`src/rtl/uart_pkg.sv`:
```
// Shared definitions for the UART transmit path (feeder, Duplex_UART, RX consumer).
package uart_pkg;

    localparam int DATA_W       = 7;
    localparam int DEPTH        = 8;
    localparam int FRAME_CYCLES = 10;

    typedef enum logic {
        IDLE = 1'b0,
        WAIT = 1'b1
    } tx_feed_state_t;

endpackage : uart_pkg

```
`src/rtl/sync_fifo.sv`:
```
// Synchronous FIFO with occupancy count, full/empty flags and a sticky overflow flag.
// full/empty are decoded from the count, so pointers are allowed to wrap freely.
module sync_fifo #(
    parameter int DATA_W = 7,
    parameter int DEPTH  = 8
) (
    input  logic                       clk,
    input  logic                       rst_n,
    input  logic                       wr_en_i,
    input  logic [DATA_W-1:0]          wr_data_i,
    input  logic                       pop_i,
    output logic [DATA_W-1:0]          head_o,
    output logic                       full_o,
    output logic                       empty_o,
    output logic [$clog2(DEPTH+1)-1:0] count_o,
    output logic                       overflow_o
);

    localparam int AW = $clog2(DEPTH);
    localparam int CW = $clog2(DEPTH+1);
    localparam logic [AW-1:0] PTR_ONE = AW'(1);
    localparam logic [CW-1:0] CNT_ONE = CW'(1);

    logic [DATA_W-1:0] mem_q [DEPTH];
    logic [AW-1:0]     wr_ptr_q, wr_ptr_d;
    logic [AW-1:0]     rd_ptr_q, rd_ptr_d;
    logic [CW-1:0]     count_q, count_d;
    logic              overflow_q, overflow_d;
    logic              full_s, empty_s, do_push_s, do_pop_s;

    assign full_s    = (count_q == CW'(DEPTH));
    assign empty_s   = (count_q == CW'(0));
    assign do_push_s = wr_en_i && !full_s;
    assign do_pop_s  = pop_i && !empty_s;

    // Next-state for pointers, occupancy and the sticky overflow flag.
    always_comb begin
        wr_ptr_d   = wr_ptr_q;
        rd_ptr_d   = rd_ptr_q;
        count_d    = count_q;
        overflow_d = overflow_q;
        if (do_push_s) begin
            wr_ptr_d = wr_ptr_q + PTR_ONE;
        end else begin
            wr_ptr_d = wr_ptr_q;
        end
        if (do_pop_s) begin
            rd_ptr_d = rd_ptr_q + PTR_ONE;
        end else begin
            rd_ptr_d = rd_ptr_q;
        end
        case ({do_push_s, do_pop_s})
            2'b10:   count_d = count_q + CNT_ONE;
            2'b01:   count_d = count_q - CNT_ONE;
            default: count_d = count_q;
        endcase
        if (wr_en_i && full_s) begin
            overflow_d = 1'b1;
        end else begin
            overflow_d = overflow_q;
        end
    end

    // Pointer, count and flag registers.
    always_ff @(posedge clk or negedge rst_n) begin
        if (!rst_n) begin
            wr_ptr_q   <= '0;
            rd_ptr_q   <= '0;
            count_q    <= '0;
            overflow_q <= 1'b0;
        end else begin
            wr_ptr_q   <= wr_ptr_d;
            rd_ptr_q   <= rd_ptr_d;
            count_q    <= count_d;
            overflow_q <= overflow_d;
        end
    end

    // Storage array; contents are only meaningful between tail and head, so no reset.
    always_ff @(posedge clk) begin
        if (do_push_s) begin
            mem_q[wr_ptr_q] <= wr_data_i;
        end
    end

    assign head_o     = mem_q[rd_ptr_q];
    assign full_o     = full_s;
    assign empty_o    = empty_s;
    assign count_o    = count_q;
    assign overflow_o = overflow_q;

endmodule : sync_fifo

```
`src/rtl/uart_tx_feeder.sv`:
```
// Buffers host words and issues them to Duplex_UART no faster than one per frame.
module uart_tx_feeder
    import uart_pkg::*;
#(
    parameter int DATA_W       = uart_pkg::DATA_W,
    parameter int DEPTH        = uart_pkg::DEPTH,
    parameter int FRAME_CYCLES = uart_pkg::FRAME_CYCLES
) (
    input  logic                       clk,
    input  logic                       rst_n,
    input  logic                       wr_en,
    input  logic [DATA_W-1:0]          wr_data,
    output logic                       full,
    output logic                       empty,
    output logic [$clog2(DEPTH+1)-1:0] count,
    output logic                       overflow,
    output logic                       busy,
    output logic                       uart_start,
    output logic [DATA_W-1:0]          uart_data
);

    localparam int CNT_W = $clog2(FRAME_CYCLES);

    tx_feed_state_t    state_q, state_d;
    logic [CNT_W-1:0]  cnt_q, cnt_d;
    logic              uart_start_q, uart_start_d;
    logic [DATA_W-1:0] uart_data_q, uart_data_d;
    logic              busy_q, busy_d;
    logic              pop_s, empty_s;
    logic [DATA_W-1:0] head_s;

    sync_fifo #(
        .DATA_W (DATA_W),
        .DEPTH  (DEPTH)
    ) u_fifo (
        .clk        (clk),
        .rst_n      (rst_n),
        .wr_en_i    (wr_en),
        .wr_data_i  (wr_data),
        .pop_i      (pop_s),
        .head_o     (head_s),
        .full_o     (full),
        .empty_o    (empty_s),
        .count_o    (count),
        .overflow_o (overflow)
    );

    // Pacing FSM: pop one word per frame, then count the frame out in WAIT.
    always_comb begin
        state_d      = state_q;
        cnt_d        = cnt_q;
        uart_start_d = 1'b0;
        uart_data_d  = uart_data_q;
        pop_s        = 1'b0;
        case (state_q)
            IDLE: begin
                if (!empty_s) begin
                    pop_s        = 1'b1;
                    uart_data_d  = head_s;
                    uart_start_d = 1'b1;
                    cnt_d        = CNT_W'(FRAME_CYCLES - 1);
                    state_d      = WAIT;
                end else begin
                    state_d      = IDLE;
                end
            end
            WAIT: begin
                cnt_d = cnt_q - CNT_W'(1);
                if (cnt_q == CNT_W'(1)) begin
                    state_d = IDLE;
                end else begin
                    state_d = WAIT;
                end
            end
            default: begin
                state_d = IDLE;
                cnt_d   = '0;
            end
        endcase
        busy_d = (state_d == WAIT);
    end

    // State, frame counter and UART-facing output registers.
    always_ff @(posedge clk or negedge rst_n) begin
        if (!rst_n) begin
            state_q      <= IDLE;
            cnt_q        <= '0;
            uart_start_q <= 1'b0;
            uart_data_q  <= '0;
            busy_q       <= 1'b0;
        end else begin
            state_q      <= state_d;
            cnt_q        <= cnt_d;
            uart_start_q <= uart_start_d;
            uart_data_q  <= uart_data_d;
            busy_q       <= busy_d;
        end
    end

    assign empty      = empty_s;
    assign busy       = busy_q;
    assign uart_start = uart_start_q;
    assign uart_data  = uart_data_q;

endmodule : uart_tx_feeder
```
`config.mk`:
```
export PLATFORM = sky130hd
export DESIGN_NAME = uart_tx_feeder
export DESIGN_NICKNAME = d
export VERILOG_FILES = /design/src/rtl/uart_pkg.sv /design/src/rtl/sync_fifo.sv /design/src/rtl/uart_tx_feeder.sv
export SDC_FILE = /design/constraint.sdc
export NUM_CORES = 1
export LEC_CHECK = 0
export BUFFER_PORTS_ARGS = -buffer_cell sky130_fd_sc_hd__buf_2
export CAP_MARGIN = 20
export CORE_MARGIN = 2
export CORE_UTILIZATION = 55
export CTS_CLUSTER_DIAMETER = 60
export DETAILED_ROUTE_END_ITERATION = 7
export PLACE_DENSITY = 0.79
export REMOVE_ABC_BUFFERS = 1
export SYNTH_ARGS = -nofsm -noshare
export SYNTH_HDL_FRONTEND = slang
export SYNTH_SLANG_ARGS = --single-unit
```
`constraint.sdc`:
```
create_clock -name clk -period 4.9 [get_ports clk]
set_input_delay 0.98 -clock clk [delete_from_list [all_inputs] [get_ports clk]]
set_output_delay 0.98 -clock clk [all_outputs]
set_load 0.01 [all_outputs]
```
-- Yosys cells after proc, flatten, opt, wreduce, memory -nomap -nowiden
Memory sizes are Yosys's and may differ from the RTL's. A register that Yosys moved wholly into a read port is not among the register bits.
Index checks and enable logic that the tools add are counted.
- register bits after elaboration: 17
- memory bits (writable): 56
- input bits: 10
- output and inout port bits: 16
- memories: 1
- $add $sub $neg: 5
- eq/ne operators: 5
- mux-type cells: 9
- bitwise operators: 2
- reductions and logical operators: 9
- memories (name ; depth ; width ; rd ports ; clocked after Yosys merged registers in ; wr ports ; line ; text):
    u_fifo.mem_q ; 8 ; 7 ; 1 ; 1 ; 1 ; sync_fifo.sv:24 ; logic [DATA_W-1:0] mem_q [DEPTH];
- operators with widths (cell ; count):
    $pmux W4 S2 ; 2
    $sub A4 B1 Y4 const B ; 2
    $add A3 B1 Y3 const B ; 2
    $mux W1 ; 5
    $add A4 B1 Y4 const B ; 1
    $eq A4 B1 Y1 const B ; 1
    $eq A4 B4 Y1 const B ; 1
    $logic_not A4 Y1 ; 1
    $mux W4 ; 1
    $logic_and A1 B1 Y1 ; 3
    $logic_not A1 Y1 ; 3
    $eq A2 B1 Y1 const B ; 1
    $eq A2 B2 Y1 const B ; 1
    $ne A2 B2 Y1 const B ; 1
    $not A1 Y1 ; 2
    $pmux W1 S2 ; 1
    $reduce_and A2 Y1 ; 1
    $reduce_bool A2 Y1 ; 1

-- Longest topological paths before layout
Gate-level depths: netlist of run 1.
- depth after elaboration: 6
- gate-level depth with buffers: 12
- depth with buffers taken out: 10

-- By module
Synthesis of run 1 repeated with hierarchy kept, for this count alone.
- cells, all modules: 189
- area, all modules: 3390.8 um^2
- by module, submodules not included (module ; times used ; cells an instance ; area each (um^2) ; sequential area each (um^2)):
    sync_fifo ; 1 ; 150 ; 2847.7 ; 1956.9
    uart_tx_feeder ; 1 ; 39 ; 543.0 ; 325.3

-- Worst setup path after synthesis of run 1
OpenSTA, ideal clock, no wires.
- path type: reg-to-reg
- start: reg u_fifo.count_q[1], in the netlist u_fifo.count_o[1]
- end: reg u_fifo.count_q[2], in the netlist u_fifo.count_o[2]
- data arrival time: 2.472 ns
- required time: 4.769 ns
- setup slack: 2.296 ns
- stages on the path, launching flop included: 12
- period minus slack after synthesis: 2.604 ns
- path through: dfrtp_1 buf_6 nor4b_1 and2b_1 inv_1 ha_1 xor2_1 ha_1 a21oi_1 xor2_1 nor2_1 xor2_1
- elaborated cells between the ends (all ways): 14
- classes of those cells: add/sub (2); eq/ne (3); mux (3); reduce/logical (6)
- RTL lines (item ; line ; text):
    from (decl) ; sync_fifo.sv:27 ; logic [CW-1:0] count_q, count_d;
    from (signal assigned) ; sync_fifo.sv:74 ; count_q <= count_d;
    $eq A4 B4 Y1 * ; sync_fifo.sv:31 ; assign full_s = (count_q == CW'(DEPTH));
    named net full ; uart_tx_feeder.sv:13 ; output logic full,
    $logic_not A1 Y1 * ; sync_fifo.sv:33 ; assign do_push_s = wr_en_i && !full_s;
    $logic_and A1 B1 Y1 * ; sync_fifo.sv:33 ;
    $eq A2 B1 Y1 or $eq A2 B2 Y1 (tied branches) ; sync_fifo.sv:52 ; case ({do_push_s, do_pop_s})
    $pmux W4 S2 or $reduce_bool A2 Y1 (tied branches) ; n/a ;
The timed path passes the listed nets; every way through them passes the cells marked *.
A chain may end at the register's enable or synchronous reset.

-- Final worst setup path of run 1
- start: reg u_fifo.count_q[0], in the netlist u_fifo.count_o[0]
- end: out empty
- word-level cells in the longest chain between the ends: 1
- ends and longest elaborated chain (item ; line ; text):
    $logic_not A4 Y1 ; sync_fifo.sv:32 ; assign empty_s = (count_q == CW'(0));
    to (decl) ; uart_tx_feeder.sv:14 ; output logic empty,
No other way between the ends.

==> results of run 1 <==
[critical path, stage by stage, from the launching register on]
cell      delay, ps
dfrtp_1         460
or4_4           590
clkinv_2        120
buf_2           150
[state kept, by name, summed over array words and instances (netlist names)]
signal	flops
uart_data	7
uart_start	1
u_fifo.mem_q	56
u_fifo.overflow_o	1
u_fifo.wr_ptr_q	3
cnt_q	4
u_fifo.rd_ptr_q	3
u_fifo.count_o	4
busy	1
[logic make-up (layout without fill, tap and decap cells)]
logic type,count (synthesis),in the layout,share of synthesized area
buffers and inverters,13,46,0.02270
muxes,31,31,0.09459
AOI/OAI and AO/OA,31,31,0.05865
adders and majority gates,7,7,0.02648
and+or+nand+nor,55,55,0.08362
xor gates and xnor gates,9,9,0.02383
DFF,80,80,0.6901
[power groups by stage]
| stage | registers (µW) | clock network (µW) | logic (µW) |
|---|---|---|---|
| after floorplan | 1070 | 0 | 425 |
| after global placement | 1020 | 0 | 655 |
| after detailed placement | 1030 | 0 | 678 |
| after CTS | 1010 | 534 | 683 |
| after global routing | 1040 | 559 | 766 |
| final | 1010 | 524 | 675 |
[worst paths after layout]
check	endpoint	slack, ps	depth (start not counted)
max in group asynchronous	u_fifo.overflow_o$_DFFE_PN0P_	3950	1
min in group asynchronous	uart_start$_DFF_PN0_	600	1
worst max register to register	u_fifo.count_o[2]$_DFFE_PN0P_	2280	10
worst max-delay path	empty	2260	3
worst min register to register	u_fifo.overflow_o$_DFFE_PN0P_	450	1
worst min-delay path	u_fifo.overflow_o$_DFFE_PN0P_	450	1
[layout by cell type (no fill, tap or decap), types with 2 or more instances in the layout]
cell type and count:
nand2b_1 4, nor3b_1 2, mux2_2 2, nand3_1 7, clkinvlp_4 3, a22oi_1 14, xor2_1 4, bufinv_16 2
clkbuf_8 9, dfrtp_1 24, ha_1 7, inv_1 3, nor3_1 5, edfxtp_1 56, nor2_1 9, mux2i_1 29
nand2_1 18, a21oi_1 5, xnor2_1 5, nor2b_1 3, o21ai_0 10, buf_2 25
[per-layer routing]
layer  share of wire  global-route usage  up-vias  wire [µm]
met4           0.018             0.07288        0         95
met5               0                   0        -          0
met2            0.46              0.2877       56       2486
li1                -                   -      890          -
met1            0.45              0.2340      868       2436
met3           0.070             0.06813        9        376
[metrics by stage]
step	setup slack, ps	util	cell area [µm²]
finish	2256	0.6313	3694
global route	2116	0.6313	3694
CTS	2235	0.6313	3694
detailed placement	2278	0.5939	3475
global placement	2322	0.5939	3475
floorplan	2303	-	3248
[layout make-up]
| cell class | count | area [µm²] |
|---|---|---|
| well taps | 75 | 93.84 |
| inverters | 4 | 16.27 |
| clock inverters | 7 | 95.09 |
| flip-flops and latches | 80 | 2282 |
| clock buffers | 9 | 123.9 |
| multi-input cells | 133 | 949.7 |
| repair buffers | 26 | 132.6 |
| fillers | 432 | 2157 |
==> results_dict.tcl, run 1 <==
set metrics [dict create \
    status "complete, no violations" \
    power_uw 2210 \
    ys.flop_type "edfxtp_1" \
    portBuffers 25 \
    grt_use_total 0.1841 \
    path_class "register to output port" \
    cp_max_fo 10 \
    overflow 0 \
    hold_ws_ps 451.2 \
    dpl.cell_count 318 \
    slew_headroom 0.3638 \
    fin_cells 334 \
    core_area_mm2 0.005851 \
    post_cts_resized 0 \
    synthCells 226 \
    ys_types 32 \
    power.leakage_uw 0.001458 \
    drcViolationCount 0 \
    cts_tree "yes" \
    cts_num_sinks 80 \
    synth_area_leaders "edfxtp_1 (51%), dfrtp_1 (18%), mux2i_1 (8.8%)" \
    synth_edf_count 56 \
    cts_hold_buf 0 \
    synth_area_mm2 0.003307 \
    grt_pass1_vias 1811 \
    p_comb_frac 0.305 \
    pwr-share-clk 0.237 \
    routed_via_density 5.458 \
    p_int_uw 1474 \
    ys_seq_elements 80 \
    dieArea_mm2 0.006649 \
    start_util 0.5652 \
    cts_made_buffers 9 \
    p_sw_uw 736.1 \
    clkTransAtPathRegs_ps 80 \
    drt-total-wl_um 5394 \
    die_x_um 81.54 \
    clock_path_buffers 2 \
    drive_above_1_share 0.1815 \
    hold_start "u_fifo.overflow_o$_DFFE_PN0P_" \
    rows 28 \
    hold_class "register to register" \
    grt_first_pass_wirelength_um 8700 \
    yosysTopAreaCellShare 0.5085 \
    clock_latency_ps 350 \
    critPathLaunchType "register" \
    dr.first_iter.drc_count 101 \
    yosys.area.top_type "edfxtp_1" \
    rsz0062_at_grt "no" \
    antenna_found_initial 0 \
    async_flop_share 0.3000 \
    drv_cap 0 \
    max_freq_mhz 378.2 \
    final_antenna_net_count 0 \
    setup_viol 0 \
    p_seq_frac 0.457 \
    sw_frac_of_total 0.3331 \
    r2r_start "u_fifo.count_o[0]$_DFFE_PN0P_" \
    finalCritPeriodShare 0.5396 \
    worst_ep_arrival_time_ps 1660 \
    yosys_warnings 0 \
    root_buffer "clkbuf_8" \
    worst_slew_pin_slew_ps 947.0 \
    finalClockSkew_ps 11.15 \
    die_h_um 81.54 \
    cellPowerDensity_mw_per_mm2 598.4 \
    synth_most_common_cell "edfxtp_1" \
    yosys-top-cells-count "edfxtp_1 (56), mux2i_1 (29), dfrtp_1 (24)" \
    ir_worst_vdd_uv 346.6 \
    htree_levels 3 \
    synth-seq-area-share 0.6901 \
    grt_max_degree 31 \
    slew_viol_final 0 \
    hold_viol 0 \
    fin_nets 271 \
    wl_per_cell_um 16.15 \
    fin_setup_tns_ps 0 \
    synthToLayoutAreaGrowth_pct 11.69 \
    required_ps 3920 \
    vias 1823 \
    cp-end-kind "output port" \
    first_pass_iters 4 \
    ios 26 \
    synth.avg_cell_area_um2 14.63 \
    layout_min_cycle_time_ps 2644 \
    crit_path_start "u_fifo.count_o[0]$_DFFE_PN0P_" \
    postCtsSetupBuffers 0 \
    diodes 0 \
    place_hpwl_um 3666 \
    place.gp.congestion 0.7813 \
]
No activity file was read; power rests on OpenSTA's default activity.
==> run 2, diff against run 1 <==
ABC_AREA = 1   (was not set)
clock period = 2.5 ns   (was 4.9 ns; I/O delays follow)
==> run 2 against run 1 <==
Design area is 3.3% higher. Wire length grew 30%. First-iteration DRC count is 150% higher. Non-clock buffer count grew 5. Cell count grew 24%. Sequential power rose by 92%. Via count increased by 22%. Critical endpoint is now u_fifo.count_o[2]$_DFFE_PN0P_. Flip-flop and latch count stayed put. Clock-buffer cell count is 2 higher.
==> results_dict.tcl, run 2 <==
set metrics [dict create \
    grt_use_total 0.2143 \
    drt-total-wl_um 6998 \
    ir_worst_vdd_uv 709.6 \
    regMostFlops "u_fifo.mem_q" \
    finalCritPeriodShare 0.8800 \
    core_area_mm2 0.005991 \
    status "complete, no violations" \
    multi_input_area_mm2 0.001002 \
    hold_viol 0 \
    r2r_start "u_fifo.count_o[0]$_DFFE_PN0P_" \
    ios 26 \
    synth-seq-area-share 0.6602 \
    reg2reg_depth 12 \
    layout_commonest_cell "nor2_1" \
    final-seq-area_mm2 0.002282 \
    cts_num_sinks 80 \
    hold_class "input port to asynchronous set/reset pin" \
    async_flop_share 0.3000 \
    synthSimpleGateAreaFrac 0.1860 \
    cts_tree "yes" \
    yosys_warnings 0 \
    power.leakage_uw 0.001544 \
    clkTransAtPathRegs_ps 80 \
    worst_slew_pin_slew_ps 860.4 \
    portBuffers 25 \
    synth_most_common_cell "nor2_1" \
    diodes 0 \
    fin_cells 413 \
    post_cts_resized 0 \
    grt_max_degree 30 \
    rsz0062_at_grt "no" \
    synthCells 301 \
    wl_per_cell_um 16.94 \
    critPathLaunchType "register" \
    fillers 469 \
    cp-end-kind "register" \
    required_ps 2780 \
    dpl-instance-area_mm2 0.003627 \
    setup_viol 0 \
    drv_cap 0 \
    clock_latency_ps 360 \
    crit_path_start "u_fifo.count_o[0]$_DFFE_PN0P_" \
    rows 28 \
    p_int_uw 2767 \
    grt_pass1_vias 2223 \
    cp-endpoint "u_fifo.count_o[2]$_DFFE_PN0P_" \
    synth_edf_count 56 \
    p_seq_frac 0.434 \
    p_sw_uw 1708 \
    first_pass_iters 4 \
    drcViolationCount 0 \
    die_x_um 83.28 \
    postCtsSetupBuffers 0 \
    yosysTopAreaCellShare 0.4864 \
    sw_frac_of_total 0.3817 \
    ys_seq_elements 80 \
    start_util 0.5771 \
    grt_first_pass_wirelength_um 11120 \
    p_comb_frac 0.359 \
    layout_min_cycle_time_ps 2200 \
    dieArea_mm2 0.006936 \
    ys.flop_type "edfxtp_1" \
    clock_path_buffers 2 \
    synth_area_leaders "edfxtp_1 (49%), dfrtp_1 (17%), nor2_1 (6.7%)" \
    r2r_setup_slack_ps 300 \
    vias 2225 \
    max_stage_delay_ps 460 \
    synthToLayoutAreaGrowth_pct 10.39 \
    most-common-layout-cells "nor2_1 (62), edfxtp_1 (56), nand2_1 (38), buf_2 (25), dfrtp_1 (24)" \
    routed_via_density 5.387 \
    fin_area_mm2 0.003816 \
    yosys.area.top_type "edfxtp_1" \
    synth_mux_area_frac 0 \
    rr_endpoint "u_fifo.count_o[2]$_DFFE_PN0P_" \
    synth_compound_area_frac 0.06080 \
    critPathSlowestCell "dfrtp_1" \
    synth.avg_cell_area_um2 11.49 \
    largest_register_ffs 56 \
    worst_ep_arrival_time_ps 2480 \
    finalClockSkew_ps 7.753 \
    cts_made_buffers 9 \
    fin_setup_tns_ps 0 \
    dpl.cell_count 397 \
    crit_chain "nor2_4 > nand3_4 > nand2_4 > inv_2 > ha_1 > nand2_1 > inv_2 > nor2_1 > ha_1 > a21oi_1 > xor2_1 > o21ai_0" \
    slew_viol_final 0 \
    die_h_um 83.28 \
    synth_area_mm2 0.003457 \
    power_uw 4475 \
    cp_max_fo 13 \
    synthAdderAreaFrac 0.02533 \
    antenna_found_initial 0 \
    place_hpwl_um 4517 \
    overflow 0 \
    final_antenna_net_count 0 \
    synth_top_family_by_area "simple AND/OR/NAND/NOR gates" \
    dr.first_iter.drc_count 249 \
    drive_above_1_share 0.2041 \
    cts_hold_buf 0 \
    slew_headroom 0.4258 \
    pwr-share-clk 0.208 \
    synth-xor-area-share 0.01773 \
    root_buffer "clkbuf_8" \
    fin_nets 350 \
    max_freq_mhz 454.5 \
    path_class "register to register" \
    cellPowerDensity_mw_per_mm2 1173 \
    htree_levels 3 \
    place.gp.congestion 0.8057 \
    ys_types 29 \
    yosys-top-cells-count "nor2_1 (62), edfxtp_1 (56), nand2_1 (38)" \
]
[run 2: cell types whose count changed after synthesis, moves of 9 or more]
cell | before | now
a22oi_1 | 14 | 0
nand2_1 | 18 | 38
nor2_1 | 9 | 62
mux2i_1 | 29 | 0
nand3_1 | 7 | 17
o21ai_1 | 0 | 22
inv_1 | 3 | 15
nand3_2 | 0 | 9
[run 2: how the worst min path moves through the flow]
stage                                              from                            end  cells past startpoint
after floorplan                                   rst_n                 busy$_DFF_PN0_                      0
after global placement    u_fifo.overflow_o$_DFFE_PN0P_  u_fifo.overflow_o$_DFFE_PN0P_                      1
after detailed placement  u_fifo.overflow_o$_DFFE_PN0P_  u_fifo.overflow_o$_DFFE_PN0P_                      1
after CTS                                         rst_n           cnt_q[0]$_DFFE_PN0P_                      1
after global routing                              rst_n           cnt_q[0]$_DFFE_PN0P_                      1
final                                             rst_n  u_fifo.count_o[3]$_DFFE_PN0P_                      1
[run 2: kinds of logic (layout without fill, tap and decap cells)]
| group | Yosys count | in the layout |
|---|---|---|
| AO/OA/AOI/OAI | 39 | 39 |
| adder cells (fa/ha/maj) | 7 | 7 |
| AND/OR/NAND/NOR | 137 | 137 |
| XOR/XNOR | 7 | 7 |
| flip-flops | 80 | 80 |
| buffers and inverters | 31 | 68 |
[run 2: stage by stage]
| stage | setup slack (ps) | utilization | hold WS [ps] |
|---|---|---|---|
| floorplan | 511.0 | - | 204.4 |
| global placement | 418.5 | 0.6055 | 433.6 |
| detailed placement | 291.1 | 0.6055 | 439.1 |
| CTS | 299.1 | 0.6370 | 135.4 |
| global route | 142.4 | 0.6370 | 171.0 |
| finish | 300.0 | 0.6370 | 118.9 |
[run 2: worst max-delay path, delay by kind of cell (launching register included)]
family / cells / cell delay [ps]
AND/OR/NAND/NOR: 5 / 620
flip-flops: 1 / 460
adder cells (fa/ha/maj): 2 / 450
AO/OA/AOI/OAI: 2 / 210
buffers and inverters: 2 / 200
XOR/XNOR: 1 / 170
[run 2: routing by layer]
layer  track usage  routed length [µm]  up-vias
li1              -                   -     1079
met1        0.2779                3081     1074
met2        0.3446                3447       55
met3       0.04274                 283       17
met4        0.1088                 185        0
met5             0                   0        -
[run 2: power groups by stage]
stage | combinational [µW] | sequential (µW) | clock [µW]
3_5_place_dp | 1610 | 1970 | 0
5_1_grt | 1800 | 1980 | 1000
3_3_place_gp | 1550 | 1950 | 0
4_1_cts | 1620 | 1940 | 935
6_report | 1600 | 1940 | 930
2_1_floorplan | 1010 | 2030 | 0
[run 2: final cells by class]
type	instances	area share
Sequential cell	80	0.5980
Multi-Input combinational cell	190	0.2626
Timing Repair Buffer	31	0.04459
Clock buffer	11	0.03443
Tap cell	75	0.02459
Inverter	21	0.02066
Clock inverter	5	0.01508
==> run 3, diff against run 2 <==
CORE_UTILIZATION = 59   (was 55)
GPL_ROUTABILITY_DRIVEN = 0   (was not set)
PLACE_DENSITY = 0.83   (was 0.79)
==> run 3 against run 2 <==
Die area shrank 6.5%. Clock-buffer cell count shrank 2. Sequential share of layout area shrank 0.39 points. Hold slack gained 7.8 ps. Flip-flop and latch count is the same. Largest cell class unchanged. Utilization grew 5.2 points.
==> results_dict.tcl, run 3 (synthesized netlist as in run 2, its figures left out) <==
set metrics [dict create \
    grt_max_degree 30 \
    synthToLayoutAreaGrowth_pct 11.11 \
    grt_pass1_vias 2145 \
    ios 26 \
    power_uw 4603 \
    root_buffer "clkbuf_8" \
    max_freq_mhz 442.5 \
    cp.buffers_inverters 1 \
    first_pass_iters 4 \
    post_cts_resized 0 \
    start_util 0.6202 \
    dr.first_iter.drc_count 245 \
    clock_path_buffers 2 \
    cts_tree "yes" \
    place_hpwl_um 4211 \
    final_core_util 0.6891 \
    cp-end-kind "register" \
    slew_viol_final 0 \
    ir_worst_vdd_uv 677.8 \
    critPathSlowestCell "dfrtp_1" \
    worst_ep_arrival_time_ps 2490 \
    wl_per_cell_um 16.19 \
    hold_viol 0 \
    clock_latency_ps 350 \
    critPathLaunchType "register" \
    rows 27 \
    layout_commonest_cell "nor2_1" \
    cts_hold_buf 0 \
    status "complete, no violations" \
    final-seq-area_mm2 0.002282 \
    drive_above_1_share 0.2071 \
    path_class "register to register" \
    drcViolationCount 0 \
    power.leakage_uw 0.001565 \
    final_antenna_net_count 0 \
    drt-total-wl_um 6639 \
    r2r_start "u_fifo.count_o[0]$_DFFE_PN0P_" \
    cp_max_fo 13 \
    dieArea_mm2 0.006488 \
    postCtsSetupBuffers 0 \
    slew_headroom 0.3828 \
    portBuffers 25 \
    overflow 0 \
    grt_first_pass_wirelength_um 10640 \
    cts_made_buffers 9 \
    rr_endpoint "u_fifo.count_o[2]$_DFFE_PN0P_" \
    largest_register_ffs 56 \
    crit_chain "nor2_4 > nand3_4 > nand2_4 > inv_2 > ha_1 > nor2_1 > nor2_1 > ha_1 > a21oi_1 > xor2_1 > o21ai_0" \
    drv_cap 0 \
    r2r_setup_slack_ps 240 \
    vias 2242 \
    layout_min_cycle_time_ps 2260 \
    worst_slew_pin_slew_ps 924.8 \
    routed_via_density 5.468 \
    die_x_um 80.55 \
    path_delay_family "simple AND/OR/NAND/NOR gates" \
    hold_class "input port to asynchronous set/reset pin" \
    diodes 0 \
    fin_setup_tns_ps 0 \
    grt_use_total 0.2299 \
    max_stage_delay_ps 470 \
    die_h_um 80.55 \
    cts_num_sinks 80 \
    setup_viol 0 \
    clkTransAtPathRegs_ps 90 \
    fillers 406 \
    finalCritPeriodShare 0.9040 \
    finalClockSkew_ps 17.96 \
    cellPowerDensity_mw_per_mm2 1198 \
    antenna_found_initial 0 \
    regMostFlops "u_fifo.mem_q" \
    rsz0062_at_grt "no" \
    core_area_mm2 0.005574 \
    fin_nets 350 \
    most-common-layout-cells "nor2_1 (62), edfxtp_1 (56), nand2_1 (38), buf_2 (25), dfrtp_1 (24)" \
    multi_input_area_mm2 0.001002 \
    required_ps 2730 \
    reg2reg_depth 11 \
    htree_levels 3 \
]
## run 3: metal layers
metal | global-route usage | wire length, µm | share of wire
met1 | 0.2824 | 2695 | 0.41
met2 | 0.3783 | 3333 | 0.50
met3 | 0.05618 | 447 | 0.067
met4 | 0.1169 | 163 | 0.025
met5 | 0 | 0 | 0
## run 3: cell type report
class	count	share of cell area
clock buffer	9	0.03225
clock inverter	7	0.02443
inverter	21	0.02052
multi-input combinational	190	0.2609
sequential	80	0.5941
tap	72	0.02345
timing repair buffer	31	0.04430
## run 3: where the power goes
part	switching, µW	internal (µW)
logic	1070	568
clock network	466	562
registers	194	1740
## run 3: per-stage QoR
stage | area [µm²] | std cells | hold WS [ps] | setup WS [ps]
2_1_floorplan | 3363 | 291 | 204.4 | 511.0
3_3_place_gp | 3623 | 394 | 432.2 | 433.9
3_5_place_dp | 3623 | 394 | 438.9 | 316.9
4_1_cts | 3841 | 410 | 134.3 | 238.1
5_1_grt | 3841 | 410 | 160.4 | 69.72
6_report | 3841 | 410 | 126.8 | 240.0
## run 3: worst reg2reg max path, delay by kind of cell (launching register included)
family                   cells  cell delay [ps]
AND/OR/NAND/NOR              5              620
flip-flops                   1              470
adder cells (fa/ha/maj)      2              460
AO/OA/AOI/OAI                2              270
XOR/XNOR                     1              170
buffers and inverters        1              160
## run 3: worst max-delay path by stage
stage	start	to	slack (ps)	cells after the start
finish	u_fifo.count_o[0]$_DFFE_PN0P_	u_fifo.count_o[2]$_DFFE_PN0P_	240	11
global placement	u_fifo.count_o[0]$_DFFE_PN0P_	u_fifo.count_o[2]$_DFFE_PN0P_	430	11
floorplan	u_fifo.count_o[0]$_DFFE_PN0P_	u_fifo.count_o[2]$_DFFE_PN0P_	510	11
global route	u_fifo.count_o[0]$_DFFE_PN0P_	u_fifo.count_o[2]$_DFFE_PN0P_	70	11
detailed placement	u_fifo.count_o[0]$_DFFE_PN0P_	u_fifo.count_o[2]$_DFFE_PN0P_	320	11
CTS	u_fifo.count_o[0]$_DFFE_PN0P_	u_fifo.count_o[2]$_DFFE_PN0P_	240	11
